### src/rtl/mem_arbiter.sv
// Round-robin arbiter that shares one main-memory port between I-cache refills
// and D-cache refills or write-through stores, with a pipeline stall.
module mem_arbiter #(
   parameter  int W           = 32,
   parameter  int BLOCK_WORDS = 4,
   localparam int IW          = $clog2(BLOCK_WORDS)
) (
   input  logic          clk,
   input  logic          rst,
   input  logic          ic_req,
   input  logic [W-1:0]  ic_addr,
   output logic          ic_gnt,
   output logic          ic_rvalid,
   output logic [W-1:0]  ic_rdata,
   output logic [IW-1:0] ic_widx,
   output logic          ic_done,
   input  logic          dc_req,
   input  logic          dc_we,
   input  logic [W-1:0]  dc_addr,
   input  logic [W-1:0]  dc_wdata,
   output logic          dc_gnt,
   output logic          dc_rvalid,
   output logic [W-1:0]  dc_rdata,
   output logic [IW-1:0] dc_widx,
   output logic          dc_done,
   output logic          mem_req,
   output logic          mem_we,
   output logic [W-1:0]  mem_addr,
   output logic [W-1:0]  mem_wdata,
   input  logic          mem_ack,
   input  logic [W-1:0]  mem_rdata,
   output logic          stall
);

   typedef enum logic [2:0] {IDLE, IC_RD, DC_RD, DC_WR, DONE} state_t;

   state_t          r_state;
   logic [IW-1:0]   r_cnt;
   logic            r_last_dc;
   logic [W-1:2]    r_addr;
   logic [W-1:0]    r_wdata;
   logic            r_ic_gnt, r_ic_rvalid, r_ic_done;
   logic            r_dc_gnt, r_dc_rvalid, r_dc_done;
   logic [W-1:0]    r_ic_rdata, r_dc_rdata;
   logic [IW-1:0]   r_ic_widx, r_dc_widx;
   logic            w_pick_dc;
   logic            w_last_word;
   logic            w_unused;

   // DC wins a tie unless it was the most recent grant.
   assign w_pick_dc   = dc_req & (~ic_req | ~r_last_dc);
   assign w_last_word = (r_cnt == IW'(BLOCK_WORDS - 1));

   always_ff @(posedge clk) begin
      if (rst) begin
         r_state     <= IDLE;
         r_cnt       <= '0;
         r_last_dc   <= 1'b0;
         r_addr      <= '0;
         r_wdata     <= '0;
         r_ic_gnt    <= 1'b0;
         r_ic_rvalid <= 1'b0;
         r_ic_done   <= 1'b0;
         r_ic_rdata  <= '0;
         r_ic_widx   <= '0;
         r_dc_gnt    <= 1'b0;
         r_dc_rvalid <= 1'b0;
         r_dc_done   <= 1'b0;
         r_dc_rdata  <= '0;
         r_dc_widx   <= '0;
      end else begin
         r_ic_gnt    <= 1'b0;
         r_ic_rvalid <= 1'b0;
         r_ic_done   <= 1'b0;
         r_dc_gnt    <= 1'b0;
         r_dc_rvalid <= 1'b0;
         r_dc_done   <= 1'b0;
         case (r_state)
            IDLE: if (ic_req | dc_req) begin
               r_cnt <= '0;
               if (w_pick_dc) begin
                  r_last_dc <= 1'b1;
                  r_dc_gnt  <= 1'b1;
                  r_addr    <= dc_addr[W-1:2];
                  r_wdata   <= dc_wdata;
                  r_state   <= dc_we ? DC_WR : DC_RD;
               end else begin
                  r_last_dc <= 1'b0;
                  r_ic_gnt  <= 1'b1;
                  r_addr    <= ic_addr[W-1:2];
                  r_state   <= IC_RD;
               end
            end
            IC_RD, DC_RD: if (mem_ack) begin
               if (r_state == IC_RD) begin
                  r_ic_rvalid <= 1'b1;
                  r_ic_rdata  <= mem_rdata;
                  r_ic_widx   <= r_cnt;
               end else begin
                  r_dc_rvalid <= 1'b1;
                  r_dc_rdata  <= mem_rdata;
                  r_dc_widx   <= r_cnt;
               end
               r_cnt <= w_last_word ? r_cnt : r_cnt + 1'b1;
               if (w_last_word) begin
                  r_state   <= DONE;
                  r_ic_done <= (r_state == IC_RD);
                  r_dc_done <= (r_state == DC_RD);
               end
            end
            DC_WR: if (mem_ack) begin
               r_state   <= DONE;
               r_dc_done <= 1'b1;
            end
            DONE:    r_state <= IDLE;
            default: r_state <= IDLE;
         endcase
      end
   end

   // Memory port is a pure decode of the latched transaction and word counter.
   always_comb begin
      mem_req   = 1'b0;
      mem_we    = 1'b0;
      mem_addr  = '0;
      mem_wdata = '0;
      case (r_state)
         IC_RD, DC_RD: begin
            mem_req  = 1'b1;
            mem_addr = {r_addr[W-1:IW+2], r_cnt, 2'b00};
         end
         DC_WR: begin
            mem_req   = 1'b1;
            mem_we    = 1'b1;
            mem_addr  = {r_addr, 2'b00};
            mem_wdata = r_wdata;
         end
         default: ;
      endcase
   end

   assign ic_gnt    = r_ic_gnt;
   assign ic_rvalid = r_ic_rvalid;
   assign ic_rdata  = r_ic_rdata;
   assign ic_widx   = r_ic_widx;
   assign ic_done   = r_ic_done;
   assign dc_gnt    = r_dc_gnt;
   assign dc_rvalid = r_dc_rvalid;
   assign dc_rdata  = r_dc_rdata;
   assign dc_widx   = r_dc_widx;
   assign dc_done   = r_dc_done;

   assign stall = (ic_req & ~ic_done) | (dc_req & ~dc_done);

   assign w_unused = ^{ic_addr[1:0], dc_addr[1:0], r_addr[IW+1:2]};

endmodule

### config.mk
export PLATFORM = sky130hd
export DESIGN_NAME = mem_arbiter
export DESIGN_NICKNAME = d
export VERILOG_FILES = /design/src/rtl/mem_arbiter.sv
export SDC_FILE = /design/constraint.sdc
export NUM_CORES = 1
export LEC_CHECK = 0
export ABC_AREA = 1
export BUFFER_PORTS_ARGS = -buffer_cell sky130_fd_sc_hd__buf_2
export CORE_UTILIZATION = 30
export DETAILED_ROUTE_END_ITERATION = 8
export SETUP_SLACK_MARGIN = 0.3
export SLEW_MARGIN = 20
export SYNTH_ARGS = -nofsm -noshare
export SYNTH_HDL_FRONTEND = slang
export SYNTH_SLANG_ARGS = --single-unit
### constraint.sdc
create_clock -name clk -period 1.24 [get_ports clk]
set_input_delay 0 -clock clk [delete_from_list [all_inputs] [get_ports clk]]
set_output_delay 0 -clock clk [all_outputs]
set_load 0.005 [all_outputs]
==> results.json <==
{
  "maxCapViolations": 0,
  "maxSlewViolCount": 0,
  "io-pin-count": 275,
  "hold_viol": 0,
  "synth_flop_cell": "dfxtp_1",
  "clk-insertion-delay-late_ns": 0.41,
  "fin_ws_ns": -0.308,
  "die_area_um2": 19800,
  "gp_congestion": 0.761,
  "core-area_um2": 18800,
  "crit_path_end_kind": "output port",
  "stdcell_area_um2": 11200,
  "port-buffer-count": 268,
  "dp_hpwl_um": 12200,
  "globalRouteOverflowTotal": 0,
  "cts_tree": "built",
  "postRouteWirelength_um": 22900,
  "num_rows": 50,
  "yosys.area_share.xor_xnor": 0,
  "cp.required_ns": 1.24,
  "outcome": "finished with violations",
  "utilization": 0.598,
  "clockPowerShare": 0.281,
  "min_period_ns": 1.55,
  "grt_usage": 0.219,
  "crit_top_cell": "nand2_4",
  "synth_common_cells": "dfxtp_1 (142), nor2_1 (136), a21oi_1 (131)",
  "powerDensity_nw_per_um2": 1650,
  "drcViolationCount": 0,
  "clockBufferDepth": 2,
  "final_nets": 1386,
  "p_int_mw": 12.5,
  "rsz0062_at_grt": "yes",
  "crit_path_max_fanout": 6,
  "p_leak_nw": 5.20,
  "htreeDepth": 4,
  "wire_per_inst_um": 15.3,
  "syn-cell-area_um2": 5770,
  "fp.dieH_um": 141,
  "clk_pin_slew_worst_paths_ns": 0.06,
  "synthSimpleGateAreaFrac": 0.176,
  "power_mw": 18.5,
  "yosysMostFrequentCell": "dfxtp_1",
  "synth_top_family_by_area": "compound AO/OA/AOI/OAI gates",
  "ys_seq_elements": 142,
  "critPathLaunchType": "flip-flop",
  "synthMuxAreaShare": 0,
  "yosys.area_share.adder": 0.00217,
  "irDropWorstVdd_mv": 0.945,
  "placed_cell_area_um2": 7680,
  "switchingPower_mw": 6.04,
  "synth_edf_count": 0,
  "critical_path_class": "reg -> out",
  "period_share": 1.25,
  "synthTopCellsByArea": "dfxtp_1 (49%), a21oi_1 (11%), nor2_1 (8.8%)",
  "firstDrtPassIters": 5,
  "ys_seq_area_frac": 0.493,
  "cp_cell_sequence": "nor2_4 -> buf_6 -> nand2_4 -> nand2_4 -> inv_8 -> clkbuf_16 -> nor2_2 -> buf_2",
  "skew_ns": 0.00651,
  "yosys_warnings": 0,
  "crit_arrival_ns": 1.55,
  "die_w_um": 141,
  "syn_inst": 804,
  "viasPerCell": 4.66,
  "initial_utilization": 0.307,
  "antenna_found_initial": 1,
  "switching_share": 0.326,
  "setup_viol": 201,
  "pwr-share-seq": 0.312,
  "grt_pass1_wl_um": 34100,
  "synth.avg_cell_area_um2": 7.18,
  "synth_top_area_frac": 0.493,
  "area_growth_pct": 94.5,
  "ant_nets": 0,
  "async_reset_ff_frac": 0,
  "synth_largest_area_cell": "dfxtp_1",
  "clkSinkCount": 142,
  "vias": 6983,
  "slowest_delay_ns": 0.35,
  "cpMaxStageDelayCell": "dfxtp_4",
  "cts_root_buf": "clkbuf_16",
  "hp-class": "in -> reg",
  "drtIter0Drc": 302,
  "first_global_vias": 6915,
  "synth-compound-area-share": 0.206,
  "grt_max_degree": 52,
  "combPwrFrac": 0.407,
  "cts_buffers": 17,
  "violations": "setup timing",
  "drive_above_1_share": 0.447,
  "fmax_ghz": 0.646,
  "yosysUniqueCellTypes": 25,
  "nFillCells": 1560
}
==> worst max-delay path: cells and delay by family, from the launching register on <==
kind / cells / cell delay, ns
flip-flops: 1 / 0.35
buffers and inverters: 4 / 0.45
AND/OR/NAND/NOR: 4 / 0.33
==> routing by layer <==
metal  wire [µm]  part of all wire  up-vias  GRT usage
met5           0                 0        -          0
met4         651             0.028        0      0.101
met3        1410             0.061       45     0.0588
met2       11600              0.51      258      0.390
met1        9270              0.40     3231      0.243
li1            -                 -     3449          -
==> cell type report <==
class,count,area [µm²],share of cell area
flip-flops and latches,142,2880,0.256
clock inverters,9,136,0.0122
repair buffers,481,4050,0.361
well taps,234,293,0.0261
inverters,108,422,0.0376
clock buffers,22,454,0.0405
multi-input cells,501,2990,0.266
diodes,1,2.50,0.000223
==> final timing paths <==
check,startpoint,endpoint,slack [ns],cells after the start
min reg2reg,dc_rdata[0],dc_rdata[0],0.44,2
max,r_state[0],mem_addr[13],-0.31,8
min,ic_addr[3],r_addr[3],0.03,5
max reg2reg,r_state[0],r_addr[26],-0.27,9
==> registers in the layout, summed over array words and instances (netlist names) <==
name,cells
ic_widx,2
dc_rvalid,1
r_wdata,32
dc_done,1
r_state,3
r_cnt,2
dc_widx,2
r_addr,30
r_last_dc,1
ic_rdata,32
dc_gnt,1
ic_gnt,1
ic_rvalid,1
dc_rdata,32
ic_done,1
==> power by group through the flow <==
stage                     logic (mW)  clock network (mW)  registers (mW)
final                           7.52                5.20            5.78
after global routing            8.05                5.54            5.85
after CTS                       6.86                5.32            5.73
after floorplan                 2.65                   0            5.79
after global placement          4.27                   0            5.76
after detailed placement        4.31                   0            5.78
==> per-stage QoR <==
step | worst slack, ns | hold WS [ns] | instances | TNS (ns)
4_1_cts | -0.304 | 0.000714 | 1491 | -28.09
2_1_floorplan | 0.0496 | 0.0793 | 805 | 0
3_3_place_gp | -0.0720 | 0.237 | 1297 | -0.740
3_5_place_dp | -0.0809 | 0.237 | 1297 | -2.22
6_report | -0.308 | 0.0290 | 1498 | -35.39
5_1_grt | -0.376 | 0.0678 | 1498 | -48.42
==> what timing repair did <==
item | CTS | global route
setup endpoints to repair | 207 | 226
gates cloned | 19 | 4
pin swaps | 35 | 35
resized for setup | 190 | 122
buffers inserted | 19 | 2
hold buffers | 125 | 0
endpoints found under the hold margin | 133 | 0
==> cells in the final DEF (no fill, tap or decap), types with 6 or more instances in the layout <==
cell | netlist | layout
nor2_4 | 1 | 33
dfxtp_2 | 0 | 21
a21oi_2 | 0 | 23
buf_6 | 8 | 17
dlygate4sd3_1 | 0 | 125
a21oi_1 | 131 | 104
nand2_1 | 111 | 102
o21ai_1 | 4 | 47
o21ai_0 | 98 | 12
buf_4 | 5 | 29
nor2_1 | 136 | 76
buf_12 | 0 | 23
nor2_2 | 1 | 29
inv_1 | 107 | 100
buf_16 | 0 | 16
o21ai_2 | 0 | 39
dfxtp_1 | 142 | 119
buf_2 | 14 | 264
clkbuf_16 | 0 | 20
nand2_4 | 0 | 6
==> logic make-up after synthesis <==
| kind of cell | after synthesis |
|---|---|
| AND/OR/NAND/NOR | 261 |
| AO/OA/AOI/OAI | 236 |
| buffers and inverters | 163 |
| flip-flops | 142 |
| adder cells (fa/ha/maj) | 1 |
| other | 1 |
Note: power is estimated with default switching activity, not from simulation.
